[src/rtl/bp_cfg_loader_pkg.sv]
// Shared types for the boot-table cfg loader: table entry layout, FSM states
// and the end-of-table sentinel address.
package bp_cfg_loader_pkg;

  localparam int unsigned cfg_addr_width_lp = 16;
  localparam int unsigned cfg_data_width_lp = 32;

  typedef struct packed {
    logic [cfg_addr_width_lp-1:0] addr;
    logic [cfg_data_width_lp-1:0] data;
  } bp_cfg_entry_s;

  // An all-ones register address never names a real cfg register.
  localparam logic [cfg_addr_width_lp-1:0] cfg_sentinel_addr = '1;

  typedef enum logic [2:0] {
    e_idle,
    e_fetch,
    e_check,
    e_send,
    e_drain,
    e_done
  } bp_cfg_state_e;

endpackage

[src/rtl/bp_cfg_credit_counter.sv]
// Available-credit counter for outstanding cfg writes: starts full, counts
// down on each write and back up on each acknowledgement, saturating at both ends.
module bp_cfg_credit_counter #(
  parameter int unsigned max_credits = 4,
  localparam int unsigned cnt_width  = $clog2(max_credits + 1)
) (
  input  logic clk_i,
  input  logic reset_n_i,
  input  logic inc_i,
  input  logic dec_i,
  output logic full_o,
  output logic empty_o
);

  logic [cnt_width-1:0] count_q;

  assign full_o  = (count_q == cnt_width'(max_credits));
  assign empty_o = (count_q == '0);

  // NOTE: sequential state uses non-blocking assignments only, so every flop
  // samples pre-edge values regardless of process ordering.
  always_ff @(posedge clk_i or negedge reset_n_i) begin
    if (!reset_n_i) begin
      count_q <= cnt_width'(max_credits);
    end else if (inc_i && !dec_i && !full_o) begin
      count_q <= count_q + cnt_width'(1);
    end else if (dec_i && !inc_i && !empty_o) begin
      count_q <= count_q - cnt_width'(1);
    end
  end

  // A return with every credit already home means the responder side lost
  // track of outstanding writes.
  always @(posedge clk_i) begin
    if (reset_n_i) begin
      assert (!(inc_i && !dec_i && full_o));
    end
  end

endmodule

[src/rtl/bp_cfg_loader.sv]
// Boot-table cfg loader: reads (addr, data) entries from a synchronous ROM and
// broadcasts each one as a cfg write to every core, throttled by write credits.
module bp_cfg_loader
  import bp_cfg_loader_pkg::*;
#(
  parameter int unsigned num_core       = 1,
  parameter int unsigned cfg_core_width = 8,
  parameter int unsigned cfg_addr_width = 16,
  parameter int unsigned cfg_data_width = 32,
  parameter int unsigned max_credits    = 4,
  parameter int unsigned rom_els        = 256,
  localparam int unsigned lg_rom_els    = $clog2(rom_els)
) (
  input  logic                                   clk_i,
  input  logic                                   reset_n_i,
  input  logic                                   start_i,
  output logic [lg_rom_els-1:0]                  rom_addr_o,
  input  logic [cfg_addr_width+cfg_data_width-1:0] rom_data_i,
  output logic                                   cfg_v_o,
  input  logic                                   cfg_ready_i,
  output logic [cfg_core_width-1:0]              cfg_core_o,
  output logic [cfg_addr_width-1:0]              cfg_addr_o,
  output logic [cfg_data_width-1:0]              cfg_data_o,
  input  logic                                   credit_return_i,
  output logic                                   busy_o,
  output logic                                   done_o
);

  localparam int unsigned core_cnt_width = (num_core > 1) ? $clog2(num_core) : 1;

  if (num_core < 1 || num_core > (1 << cfg_core_width)) begin : g_bad_num_core
    $error("bp_cfg_loader: num_core must be in 1..2**cfg_core_width");
  end
  if (cfg_addr_width != cfg_addr_width_lp || cfg_data_width != cfg_data_width_lp) begin : g_bad_entry
    $error("bp_cfg_loader: cfg widths must match the bp_cfg_entry_s layout");
  end

  bp_cfg_state_e             state_q, state_n;
  logic [lg_rom_els-1:0]     index_q, index_n;
  logic [core_cnt_width-1:0] core_q, core_n;
  bp_cfg_entry_s             entry_q, entry_n;
  bp_cfg_entry_s             rom_entry;

  logic credits_full, credits_empty;
  logic xfer, last_core, last_index;

  assign rom_entry  = bp_cfg_entry_s'(rom_data_i);
  assign xfer       = cfg_v_o & cfg_ready_i;
  assign last_core  = (core_q == core_cnt_width'(num_core - 1));
  assign last_index = (index_q == lg_rom_els'(rom_els - 1));

  bp_cfg_credit_counter #(
    .max_credits(max_credits)
  ) u_credits (
    .clk_i    (clk_i),
    .reset_n_i(reset_n_i),
    .inc_i    (credit_return_i),
    .dec_i    (xfer),
    .full_o   (credits_full),
    .empty_o  (credits_empty)
  );

  always_ff @(posedge clk_i or negedge reset_n_i) begin
    if (!reset_n_i) begin
      state_q <= e_idle;
      index_q <= '0;
      core_q  <= '0;
      entry_q <= '0;
    end else begin
      state_q <= state_n;
      index_q <= index_n;
      core_q  <= core_n;
      entry_q <= entry_n;
    end
  end

  // NOTE: every signal written here gets its hold value first, so no path
  // through the case can leave one unassigned and infer a latch.
  always_comb begin
    state_n = state_q;
    index_n = index_q;
    core_n  = core_q;
    entry_n = entry_q;
    unique case (state_q)
      e_idle, e_done: begin
        if (start_i) begin
          state_n = e_fetch;
          index_n = '0;
        end
      end
      // The ROM registers rom_addr_o at the end of FETCH, so its data is
      // valid during CHECK and is captured on the way into SEND.
      e_fetch: state_n = e_check;
      e_check: begin
        entry_n = rom_entry;
        if (rom_entry.addr == cfg_sentinel_addr) begin
          state_n = e_drain;
        end else begin
          core_n  = '0;
          state_n = e_send;
        end
      end
      e_send: begin
        if (xfer) begin
          core_n = core_q + core_cnt_width'(1);
          if (last_core) begin
            if (last_index) begin
              state_n = e_drain;
            end else begin
              index_n = index_q + lg_rom_els'(1);
              state_n = e_fetch;
            end
          end
        end
      end
      e_drain: begin
        if (credits_full) state_n = e_done;
      end
      default: state_n = e_idle;
    endcase
  end

  assign rom_addr_o = index_q;
  assign cfg_v_o    = (state_q == e_send) & ~credits_empty;
  assign cfg_core_o = cfg_core_width'(core_q);
  assign cfg_addr_o = entry_q.addr;
  assign cfg_data_o = entry_q.data;
  assign busy_o     = (state_q == e_fetch) | (state_q == e_check) |
                      (state_q == e_send)  | (state_q == e_drain);
  assign done_o     = (state_q == e_done);

endmodule

[config.mk]
export PLATFORM = sky130hd
export DESIGN_NAME = bp_cfg_loader
export DESIGN_NICKNAME = d
export VERILOG_FILES = /design/src/rtl/bp_cfg_loader_pkg.sv /design/src/rtl/bp_cfg_credit_counter.sv /design/src/rtl/bp_cfg_loader.sv
export SDC_FILE = /design/constraint.sdc
export NUM_CORES = 1
export LEC_CHECK = 0
export BUFFER_PORTS_ARGS = -buffer_cell sky130_fd_sc_hd__buf_2
export CAP_MARGIN = 20
export CORE_MARGIN = 2
export CORE_UTILIZATION = 30
export CTS_CLUSTER_DIAMETER = 40
export DETAILED_ROUTE_END_ITERATION = 12
export PLACE_DENSITY = 0.55
export RECOVER_POWER = 25
export SLEW_MARGIN = 20
export SYNTH_ARGS = -nofsm -noshare
export SYNTH_HDL_FRONTEND = slang
export SYNTH_HIERARCHICAL = 1
export SYNTH_SLANG_ARGS = --single-unit
[constraint.sdc]
create_clock -name clk_i -period 4.7 [get_ports clk_i]
set_input_delay 0.47 -clock clk_i [delete_from_list [all_inputs] [get_ports clk_i]]
set_output_delay 0.47 -clock clk_i [all_outputs]
set_load 0.02 [all_outputs]
# Yosys cells after proc, flatten, opt, wreduce, memory -nomap -nowiden
# Index checks and enable logic that the tools add are counted.
# totals
ff_bits	63
input_bits	53
word_cells	64
# op_classes
n_addsub	4
n_eq_ne	14
muxes	17
bitwise	6
n_reduce_logical	17
# ops
op	count
8-bit 2-to-1 mux	4
3-bit 2-to-1 mux	8
16-bit equality test, second input constant	1
8-bit case mux with 2 select lines	1
3-bit case mux with 5 select lines	1
3-bit equality test, second input constant	3
8-bit by 1-bit adder with 8-bit output, second input constant	1
8-bit equality test, second input constant	1
2-bit != test, second input constant	4
3-bit by 2-bit equality test with 1-bit output, second input constant	2
3-bit logical NOT	2
2-bit nonzero test	3
5-bit AND reduction	1
1-bit logical AND	4
1-bit logical NOT	4
2-bit by 1-bit != test with 1-bit output, second input constant	2
4-bit AND reduction	1
3-bit by 1-bit adder with 3-bit output, second input constant	1
3-bit by 1-bit equality test with 1-bit output, second input constant	1
1-bit bitwise OR	3
3-bit AND reduction	1
3-bit by 1-bit subtractor with 3-bit output, second input constant	1
1-bit bitwise AND	2
1-bit 2-to-1 mux	2
other kinds (4)	4

# Depth between registers and ports, before layout
# Gate-level depths: netlist of the first run.
# logic_depth
ltp_word	8
mapped_depth	9

# Modules after synthesis
# The synthesis of the first run kept the hierarchy.
# by_module_without_submodules
module	n_inst	cells_each	area_per_inst_um2
bp_cfg_loader	1	193	2666.3
bp_cfg_credit_counter	1	22	229.0

# Worst setup path after synthesis of the first run
# OpenSTA, ideal clock, no wires.
# synth_path
path_kind	register to register
start	reg state_q[2]
end	reg u_credits.count_q[1]
setup_ns	0.121
t_arrival_ns	2.237
required_ns	4.579
path_slack_ns	2.342
stages_incl_launch_ff	9
synth_period_minus_slack_ns	2.358
cell_sequence	dfrtp_1 buf_2 nand3b_1 nor3b_1 nor2b_1 nand2b_1 fa_1 mux2i_1 nor2_1
# synth_via
elab_chain_len	7
# synth_rtl
item	line	text
start, declared	bp_cfg_loader.sv:38	bp_cfg_state_e state_q, state_n;
start signal, assigned	bp_cfg_loader.sv:65	state_q <= e_idle;
start signal, assigned	bp_cfg_loader.sv:70	state_q <= state_n;
3-bit by 2-bit equality test with 1-bit output *	bp_cfg_loader.sv:124	assign cfg_v_o = (state_q == e_send) & ~credits_empty;
1-bit bitwise AND *	bp_cfg_loader.sv:124	
1-bit bitwise AND *	bp_cfg_loader.sv:48	assign xfer = cfg_v_o & cfg_ready_i;
net xfer	bp_cfg_loader.sv:45	logic xfer, last_core, last_index;
1-bit logical NOT	bp_cfg_credit_counter.sv:25	end else if (inc_i && !dec_i && !full_o) begin
1-bit logical AND (2 in a row)	bp_cfg_credit_counter.sv:25	
3-bit 2-to-1 mux / 2-bit nonzero test (equally long branches)	-	
end signal, assigned	bp_cfg_credit_counter.sv:24	count_q <= cnt_width'(max_credits);
end signal, assigned	bp_cfg_credit_counter.sv:26	count_q <= count_q + cnt_width'(1);
end signal, assigned	bp_cfg_credit_counter.sv:28	count_q <= count_q - cnt_width'(1);
end, declared	bp_cfg_credit_counter.sv:15	logic [cnt_width-1:0] count_q;
# Mark *: on every way through the listed nets, which the timed path passes. The rest lies on a longest branch.
# A chain may end at the register's enable or synchronous reset.

# Final worst setup path of the first run
# layout_path
start	reg state_q[0]
end	reg u_credits.count_q[1]
# The elaborated chain is that of the path after synthesis.

==> results.md, run 1 <==
- The core region is about 9300 um2.
- The synthesized-area fraction occupied by ao, oa, aoi and oai cells is 7.908%.
- Summing over every cut layer, the via total after detailed routing is ~2100.
- After technology mapping, the gate count stands at 215.
- At the pin with the least slew margin, the transition time is 799.9 ps.
- The count of buffers added on input and output ports is between 100 and 150.
- The TritonCTS clock tree is built.
- The proportion of register bits with asynchronous set or reset after synthesis is 100.0%.
- The warning count from the yosys run is 6.
- The slowest stage of the critical path is the sky130_fd_sc_hd__nor3b_1 cell.
- The category of cells accounting for the largest share of critical-path delay is simple AND/OR/NAND/NOR gates.
- The signed area change from the synthesized netlist to the final layout is 27.87%.
- The number of nets at the end of the flow is 384.
- The simple-gate share of the synthesized area is 9.464%.
- The count of different cell masters after synthesis is 54.
- The share of the Yosys chip area taken by registers is 54.49%.
- The detail route stage leaves a number of antenna-violating nets equal to 0.
- In this run the worst path has a maximum fanout of 12.
- The max capacitance violation total is 0.
- The pin count of the biggest net entering global routing is 64.
- The number of buffers and inverters on the critical path is 0.
- The area share of fa/ha/maj cells after synthesis is around 1.1%.
- The post-detailed-route via-to-cell ratio is 4.546.
- Measured along the y axis, the die boundary spans 102.2 um.
- The setup total negative slack is 0 ps.
- The minimum clock period after layout is 2628 ps.
- The total clock sinks is 63.
- The final hold violation count is 0.
- Once routing completed, OpenROAD measured the worst setup slack at 2072 ps.
- Summing the areas of all xor and xnor instances in the mapped netlist gives 1.469% of the synthesized area.
- The period utilization is 55.92%.
- At the worst endpoint, the required time is a little under 5000 ps.
- In this run the static leakage power is 1.774 nW.
- The largest total area in the synthesized netlist belongs to sky130_fd_sc_hd__dfrtp_1.
- The setup path with the least slack is of type register to register.
- After synthesis, the largest family of logic cells by area is multiplexers.
- The cell area after synthesis is 2895 um2.
- Global routing finished with a remaining overflow of 0.
- The die area is 10450 um2.
- The global-route total usage across every layer is 12.49%.
- The number of synthesized register bits is 63.
- After clock tree synthesis, the clock-pin slew on the worst setup and hold paths is 70 ps.
- The width of the die is 102.2 um.
- The worst-case IR drop observed on VDD is 256.8 uV.
- The DRC violation count after routing is 0.
- The first global-routing pass estimated 10.05 mm of wire.
- The worst setup path is captured at a register.
- The total wire length is 6.311 mm.
- The count of antenna diodes in the layout is 0.
- Setup repair after global routing left no endpoint under its margin.
- Excluding fillers, the count of instances in the completed layout stands at 460.
- The path class of the lowest-slack min-delay path is input port to asynchronous set/reset pin.
- The flow ran to the end, and the final reports show no timing, DRC or antenna violations.
- The count of final max-slew check failures is 0.
- The initial antenna violation count is 0.
- Pin placement for this block handled 120 I/O pins.
- The most common library cell in the layout ignoring fill and taps is sky130_fd_sc_hd__buf_2.
- The effective utilization at floorplan is 31.19%.
- The deepest clock path buffer count is 2.
- Of the cells placed in the final design, the portion with a size suffix greater than 1 is about 55%.
- The number of global-route vias before repair was 2078.
- The count of TritonRoute iterations in the first routing pass is 4.
- The post-cts resize count is 0.
- OpenSTA, run right after detailed placement, puts the worst setup slack at 2096 ps.
- The level count of the clock H-tree is 3.
- The average detailed-routed wire length per instance is between 10 and 15 um.
- For the worst setup path, the data arrival time is about 2800 ps.
- The clock reaches the later pin of the worst-skew pair after 330 ps.
- By area the synthesized netlist is led by sky130_fd_sc_hd__dfrtp_1 54%, sky130_fd_sc_hd__mux2_2 16%, sky130_fd_sc_hd__mux2_1 2.7%.
- The initial detailed-routing violation count is 46.
- After clock tree synthesis, the setup repair step added 0 buffers.
- The top cell types in the final layout, fill and taps aside, are 112 x sky130_fd_sc_hd__buf_2, 62 x sky130_fd_sc_hd__dfrtp_1, 42 x sky130_fd_sc_hd__mux2_2.
- The top cell type by area accounts for a little over half of the synthesized area.
- The maximum clock skew at final layout is 4.829 ps.
- Timing would allow up to around 380 MHz.
- The number of placed instances with taps included is 446.
- Counting flops with a built-in enable in the synthesized netlist gives 0.
- Setup violations remaining at the end of the flow were counted as 0.
- Counting the buffers created by CTS gives 9.
- Dividing total power by cell area gives a power density of a little over 700 nW/um2.
- Hold repair after CTS inserted 0 buffers.
- In this design, the stage delay of the slowest critical-path cell is 720 ps.
- Headroom to the max-slew limit came out at 46.68%.
- The number of filler cells placed in the layout is around 900.
- Averaged over all synthesized cells, the footprint is 13.47 um2.
- Traced cell by cell, the critical path runs through nand3b_1 -> nor3b_1 -> nor2b_1 -> nand2b_1 -> fa_1 -> mux2i_1 -> nor2_1.
- The total power of the final layout is 0.002632 W.
- The final weighted congestion in routability-driven placement is between 0.7 and 0.8.
- CTS placed an instance of sky130_fd_sc_hd__clkbuf_8 at the clock tree root.
- The most used flip-flop cell after synthesis is sky130_fd_sc_hd__dfrtp_1.
- Measured against the total synthesized area, the mux share comes to approximately 20%.
- The kind of start point of the critical path is a register.
- Detailed placement ended at an HPWL of 4.407 mm.
- In this run the core area contains 35 standard-cell rows.
==> Yosys cell counts (2+ instances only) <==
| cell | count |
|---|---|
| sky130_fd_sc_hd__buf_4 | 9 |
| sky130_fd_sc_hd__dfrtp_1 | 62 |
| sky130_fd_sc_hd__xnor2_1 | 2 |
| sky130_fd_sc_hd__nor2_1 | 8 |
| sky130_fd_sc_hd__mux2_1 | 7 |
| sky130_fd_sc_hd__and4_1 | 2 |
| sky130_fd_sc_hd__nand2_1 | 5 |
| sky130_fd_sc_hd__a211o_1 | 2 |
| sky130_fd_sc_hd__and3_1 | 4 |
| sky130_fd_sc_hd__buf_6 | 6 |
| sky130_fd_sc_hd__nor3_1 | 3 |
| sky130_fd_sc_hd__mux2_2 | 42 |
| sky130_fd_sc_hd__nand4_1 | 4 |
| sky130_fd_sc_hd__a21oi_1 | 5 |
| sky130_fd_sc_hd__buf_2 | 3 |
| sky130_fd_sc_hd__nand3_1 | 3 |
| sky130_fd_sc_hd__nand2b_1 | 3 |
| sky130_fd_sc_hd__and2_1 | 2 |
| sky130_fd_sc_hd__mux2i_1 | 3 |
| sky130_fd_sc_hd__nor3b_1 | 2 |
| sky130_fd_sc_hd__a22o_1 | 2 |
| sky130_fd_sc_hd__nor2b_1 | 4 |
==> per-layer routing <==
| metal | vias up | GRT usage, % | part of all wire [%] | routed length, um |
|---|---|---|---|---|
| met2 | 59 | 20.34 | 48 | 3027 |
| li1 | 996 | - | - | - |
| met3 | 10 | 4.378 | 6.3 | 399 |
| met5 | - | 0 | 0 | 0 |
| met4 | 0 | 4.615 | 1.5 | 95 |
| met1 | 1026 | 15.33 | 44 | 2789 |
==> worst reg2reg max path, stage by stage, from the launching register on <==
cell and delay [ps]:
sky130_fd_sc_hd__dfrtp_1 580, sky130_fd_sc_hd__nand3b_1 300, sky130_fd_sc_hd__nor3b_1 720, sky130_fd_sc_hd__nor2b_1 170
sky130_fd_sc_hd__nand2b_1 130, sky130_fd_sc_hd__fa_1 410, sky130_fd_sc_hd__mux2i_1 140, sky130_fd_sc_hd__nor2_1 60
==> state kept, by name, summed over array words and instances, names as in the netlist <==
name               cells
cfg_addr_o            16
cfg_data_o            32
core_q                 1
rom_addr_o             8
state_q                3
u_credits/count_q      3
==> kinds of logic after synthesis <==
group                    after synthesis
XOR/XNOR                               4
flip-flops                            63
adder cells (fa/ha/maj)                2
AND/OR/NAND/NOR                       47
buffers and inverters                 19
other                                  1
multiplexers                          52
AO/OA/AOI/OAI                         27
==> cell type report <==
cell class / instances / area [um2] / share of cell area (%)
Clock buffer: 12 / 165.2 / 4.461
Multi-Input combinational cell: 139 / 1194 / 32.24
Sequential cell: 63 / 1578 / 42.62
Inverter: 1 / 3.754 / 0.1014
Timing Repair Buffer: 115 / 595.6 / 16.09
Tap cell: 129 / 161.4 / 4.360
Clock inverter: 1 / 5.005 / 0.1352
==> path summary, 6_finish.rpt <==
check	end	slack, ps	start	depth (start not counted)
worst max-delay path	u_credits/count_q[1]	2070	state_q[0]	7
worst min-delay path	cfg_data_o[20]	320	reset_n_i	2
worst max register to register	u_credits/count_q[1]	2070	state_q[0]	7
worst min register to register	cfg_data_o[7]	490	cfg_data_o[7]	1
max in group asynchronous	cfg_addr_o[11]	3870	reset_n_i	2
min in group clk_i	cfg_data_o[31]	350	rom_data_i[31]	2
==> through the flow <==
stage	instance area, um2	hold slack (ps)	util [%]
after floorplan	2918	174.4	-
after global placement	3512	466.2	37.83
after detailed placement	3512	473.9	37.83
after CTS	3682	328.1	39.66
after global routing	3702	328.0	39.88
final	3702	319.3	39.88
==> where the power goes <==
group          internal, W  total [W]  switching (W)
logic             0.000557    0.00125       0.000695
registers         0.000798   0.000955       0.000157
clock network     0.000225   0.000426       0.000200
total              0.00158    0.00263        0.00105
Power figures use the tool's default switching activity.
==> run 2, diff against run 1 <==
--- a/config.mk
+++ b/config.mk
@@ -11,7 +11,7 @@
 export CORE_UTILIZATION = 30
 export CTS_CLUSTER_DIAMETER = 40
 export DETAILED_ROUTE_END_ITERATION = 12
-export PLACE_DENSITY = 0.55
+export PLACE_DENSITY = 0.57
 export RECOVER_POWER = 25
 export SLEW_MARGIN = 20
 export SYNTH_ARGS = -nofsm -noshare
==> constraint.sdc (replaced) <==
create_clock -name clk_i -period 2.2 [get_ports clk_i]
set_input_delay 0.22 -clock clk_i [delete_from_list [all_inputs] [get_ports clk_i]]
set_output_delay 0.22 -clock clk_i [all_outputs]
set_load 0.02 [all_outputs]
==> run 2 against run 1 <==
Against the previous run:
- count of clock-buffer cells in the layout is 3 lower
- flip-flop and latch count did not move
- largest power group unchanged
- maximum frequency increased by 29%
- die area unchanged
- setup slack got worse by 1900 ps
- combinational power rose by 130%
- sequential power rose by 110%
- clock power is 110% higher
- non-clock buffer count increased by 8
- highest routed layer unchanged
- global-route usage rose by 0.55 points
- largest cell class unchanged
==> results.md, run 2 (synthesized netlist as in run 1, its figures left out) <==
- The tree is rooted in a sky130_fd_sc_hd__clkbuf_8.
- The minimum clock period after layout is ~2000 ps.
- The standby leakage power is 1.807 nW.
- Setup repair after global routing left no endpoint under its margin.
- Detailed routing inserted a total of approximately 2200 vias.
- The pin count of the biggest net entering global routing is 51.
- The data arrival at the endpoint of the critical path is 2300 ps.
- The post-detailed-route via-to-cell ratio is 4.577.
- The startpoint identified for the worst register-to-register timing path is u_credits/count_q[2].
- The register-to-register setup slack is 160 ps.
- The placeable core area is a little over 9000 um2.
- The share of cells above drive strength 1 is 56.73%.
- The setup total negative slack is 0 ps.
- The total clock sinks is 63.
- In this run, the number of DRC markers left after iteration 0 of detailed routing was 57.
- The final layout contains routed wiring with a total length of 6.385 mm.
- The final hold violation count was 0.
- The clock-pin slew of the registers on the worst-case setup and hold paths is 80 ps.
- The level count of the clock H-tree is 3.
- The number of nets at the end of the flow is 392.
- The average detailed-routed wire length per instance is 13.56 um.
- The post-detailed-route count of antenna-violating nets is 0.
- The post-layout utilization of the core is 40.73%.
- The number of global-route vias before repair is around 2300.
- The later pin in the worst-skew pair is clocked with a latency of 340 ps.
- The chip height is 102.2 um.
- The width of the die is 102.2 um.
- The number of filler cells placed in the layout is 943.
- In this run the worst path has a maximum fanout of 5.
- Max-cap violations in this run came to 0.
- The critical hold path startpoint is rom_data_i[5].
- The deepest clock path buffer count is 2.
- The kind of start point of the critical path is a register.
- In the routed design, unresolved DRC markers number 0.
- The initialized floorplan defines 35 standard-cell rows.
- Compared with the post-synthesis result, the final layout area differs by 30.60%.
- The TritonCTS clock tree is built.
- Setup violations remaining at the end of the flow were counted as 0.
- The detailed placement HPWL is between 4 and 5 mm.
- The count of final max-slew check failures is 0.
- The end point of the worst hold path is cfg_data_o[5].
- At the worst endpoint, the required time is 2470 ps.
- The period utilization is 92.55%.
- In the layout the commonest cells are 111 x sky130_fd_sc_hd__buf_2, 62 x sky130_fd_sc_hd__dfrtp_1, 42 x sky130_fd_sc_hd__mux2_2.
- The register with the most flip-flops in the layout has 32 of them.
- The depth of the most critical reg-to-reg path is 7.
- The top-level I/O count is 120.
- IR analysis of the VDD net gives a maximum drop of between 600 and 700 uV.
- The repair_antennas step left the layout with diodes totalling 0.
- The worst setup path is of the register to register kind.
- The pre-antenna-repair detailed-routing pass consisted of 4 iterations.
- The tightest min-delay check is of the input port to register type.
- Leaving out fill and tap cells, the most frequent cell in the layout is sky130_fd_sc_hd__buf_2.
- Power spread over the standard cell area amounts to 1509 nW/um2.
- The worst slew margin relative to its limit is 44.74%.
- Before CTS, the worst setup slack after placement is 61.07 ps.
- The first global-routing pass estimated roughly 10 mm of wire.
- The hold-critical path depth is 2.
- Across every metal layer, demand over resource in global routing totals between 10% and 20%.
- STA classifies the critical path endpoint as a register.
- The setup fix buffers added after clock tree synthesis is 0.
- In this run the critical register-to-register path is captured at u_credits/count_q[2].
- During placement, the flow inserted port buffers numbering roughly 110.
- The total CTS buffers is 9.
- The run finished with clean final reports.
- The initial antenna violation count is 0.
- The worst-margin pin slew is 828.9 ps.
- The congestion estimate from routability-driven global placement came to 0.7621.
- The die covers 10450 um2.
- The effective utilization at floorplan is 31.19%.
- Global routing finished with a remaining overflow of 0.
- On the final layout, the worst clock skew is 6.744 ps.
- The maximum operating frequency is 491.1 MHz.
- In the post-route analysis, the smallest setup slack over all paths is 163.9 ps.
==> run 2: cell count changes in the layout (fill, tap and decap cells not counted), sizes merged <==
cell,delta
buf,+4
clkinv,+3
clkinvlp,+3
dlygate4sd3,+1
==> run 2: worst max-delay path, stage by stage, from the launching register on <==
cell and delay [ps]:
sky130_fd_sc_hd__dfstp_2 410, sky130_fd_sc_hd__nor3_4 270, sky130_fd_sc_hd__nor3b_2 90, sky130_fd_sc_hd__nor2b_2 160, sky130_fd_sc_hd__nand2b_1 90, sky130_fd_sc_hd__fa_1 420
sky130_fd_sc_hd__or3_1 400, sky130_fd_sc_hd__a22oi_2 120
==> run 2: worst max path at each step <==
stage                               startpoint  depth (start not counted)              endpoint  slack (ps)
after floorplan                     state_q[2]                          8  u_credits/count_q[1]          80
after CTS                 u_credits/count_q[2]                          7  u_credits/count_q[2]          40
after global routing      u_credits/count_q[2]                          7  u_credits/count_q[2]          40
after detailed placement  u_credits/count_q[2]                          7  u_credits/count_q[2]          60
after global placement    u_credits/count_q[2]                          7  u_credits/count_q[2]         140
final                     u_credits/count_q[2]                          7  u_credits/count_q[2]         160
==> run 2: where the power goes <==
part	internal [W]	switching [W]	total [W]
Clock	0.000407	0.000473	0.000880
Combinational	0.00126	0.00156	0.00282
Sequential	0.00171	0.000302	0.00201
Total	0.00337	0.00233	0.00571
==> run 2: per-stage QoR <==
step | instances | cell area, um2 | hold WS (ps) | power [W]
finish | 471 | 3781 | 95.38 | 0.005707
CTS | 471 | 3791 | 76.72 | 0.005800
global route | 471 | 3781 | 85.57 | 0.006110
floorplan | 221 | 2928 | -75.59 | 0.004024
global placement | 454 | 3607 | 106.9 | 0.004818
detailed placement | 454 | 3607 | 110.6 | 0.004873
==> run 2: per-layer routing <==
metal	global-route usage, %	share of wire [%]	wire [um]	up-vias
met1	15.31	43	2766	1059
met5	0	0	0	-
met2	21.51	49	3104	68
met3	4.925	6.4	407	9
li1	-	-	-	1020
met4	5.436	1.7	107	0
==> run 2: timing repair <==
action                                 CTS  global route
hold buffers                             1             0
endpoints found under the hold margin    9             0
setup endpoints to repair                0             1
resized for setup                        0             2
==> run 2: layout make-up <==
| type | count | area [um2] | share of cell area (%) |
|---|---|---|---|
| Clock buffer | 9 | 123.9 | 3.276 |
| Clock inverter | 7 | 50.05 | 1.324 |
| Inverter | 1 | 3.754 | 0.09927 |
| Multi-Input combinational cell | 139 | 1212 | 32.06 |
| Sequential cell | 63 | 1578 | 41.73 |
| Tap cell | 129 | 161.4 | 4.269 |
| Timing Repair Buffer | 123 | 651.9 | 17.24 |
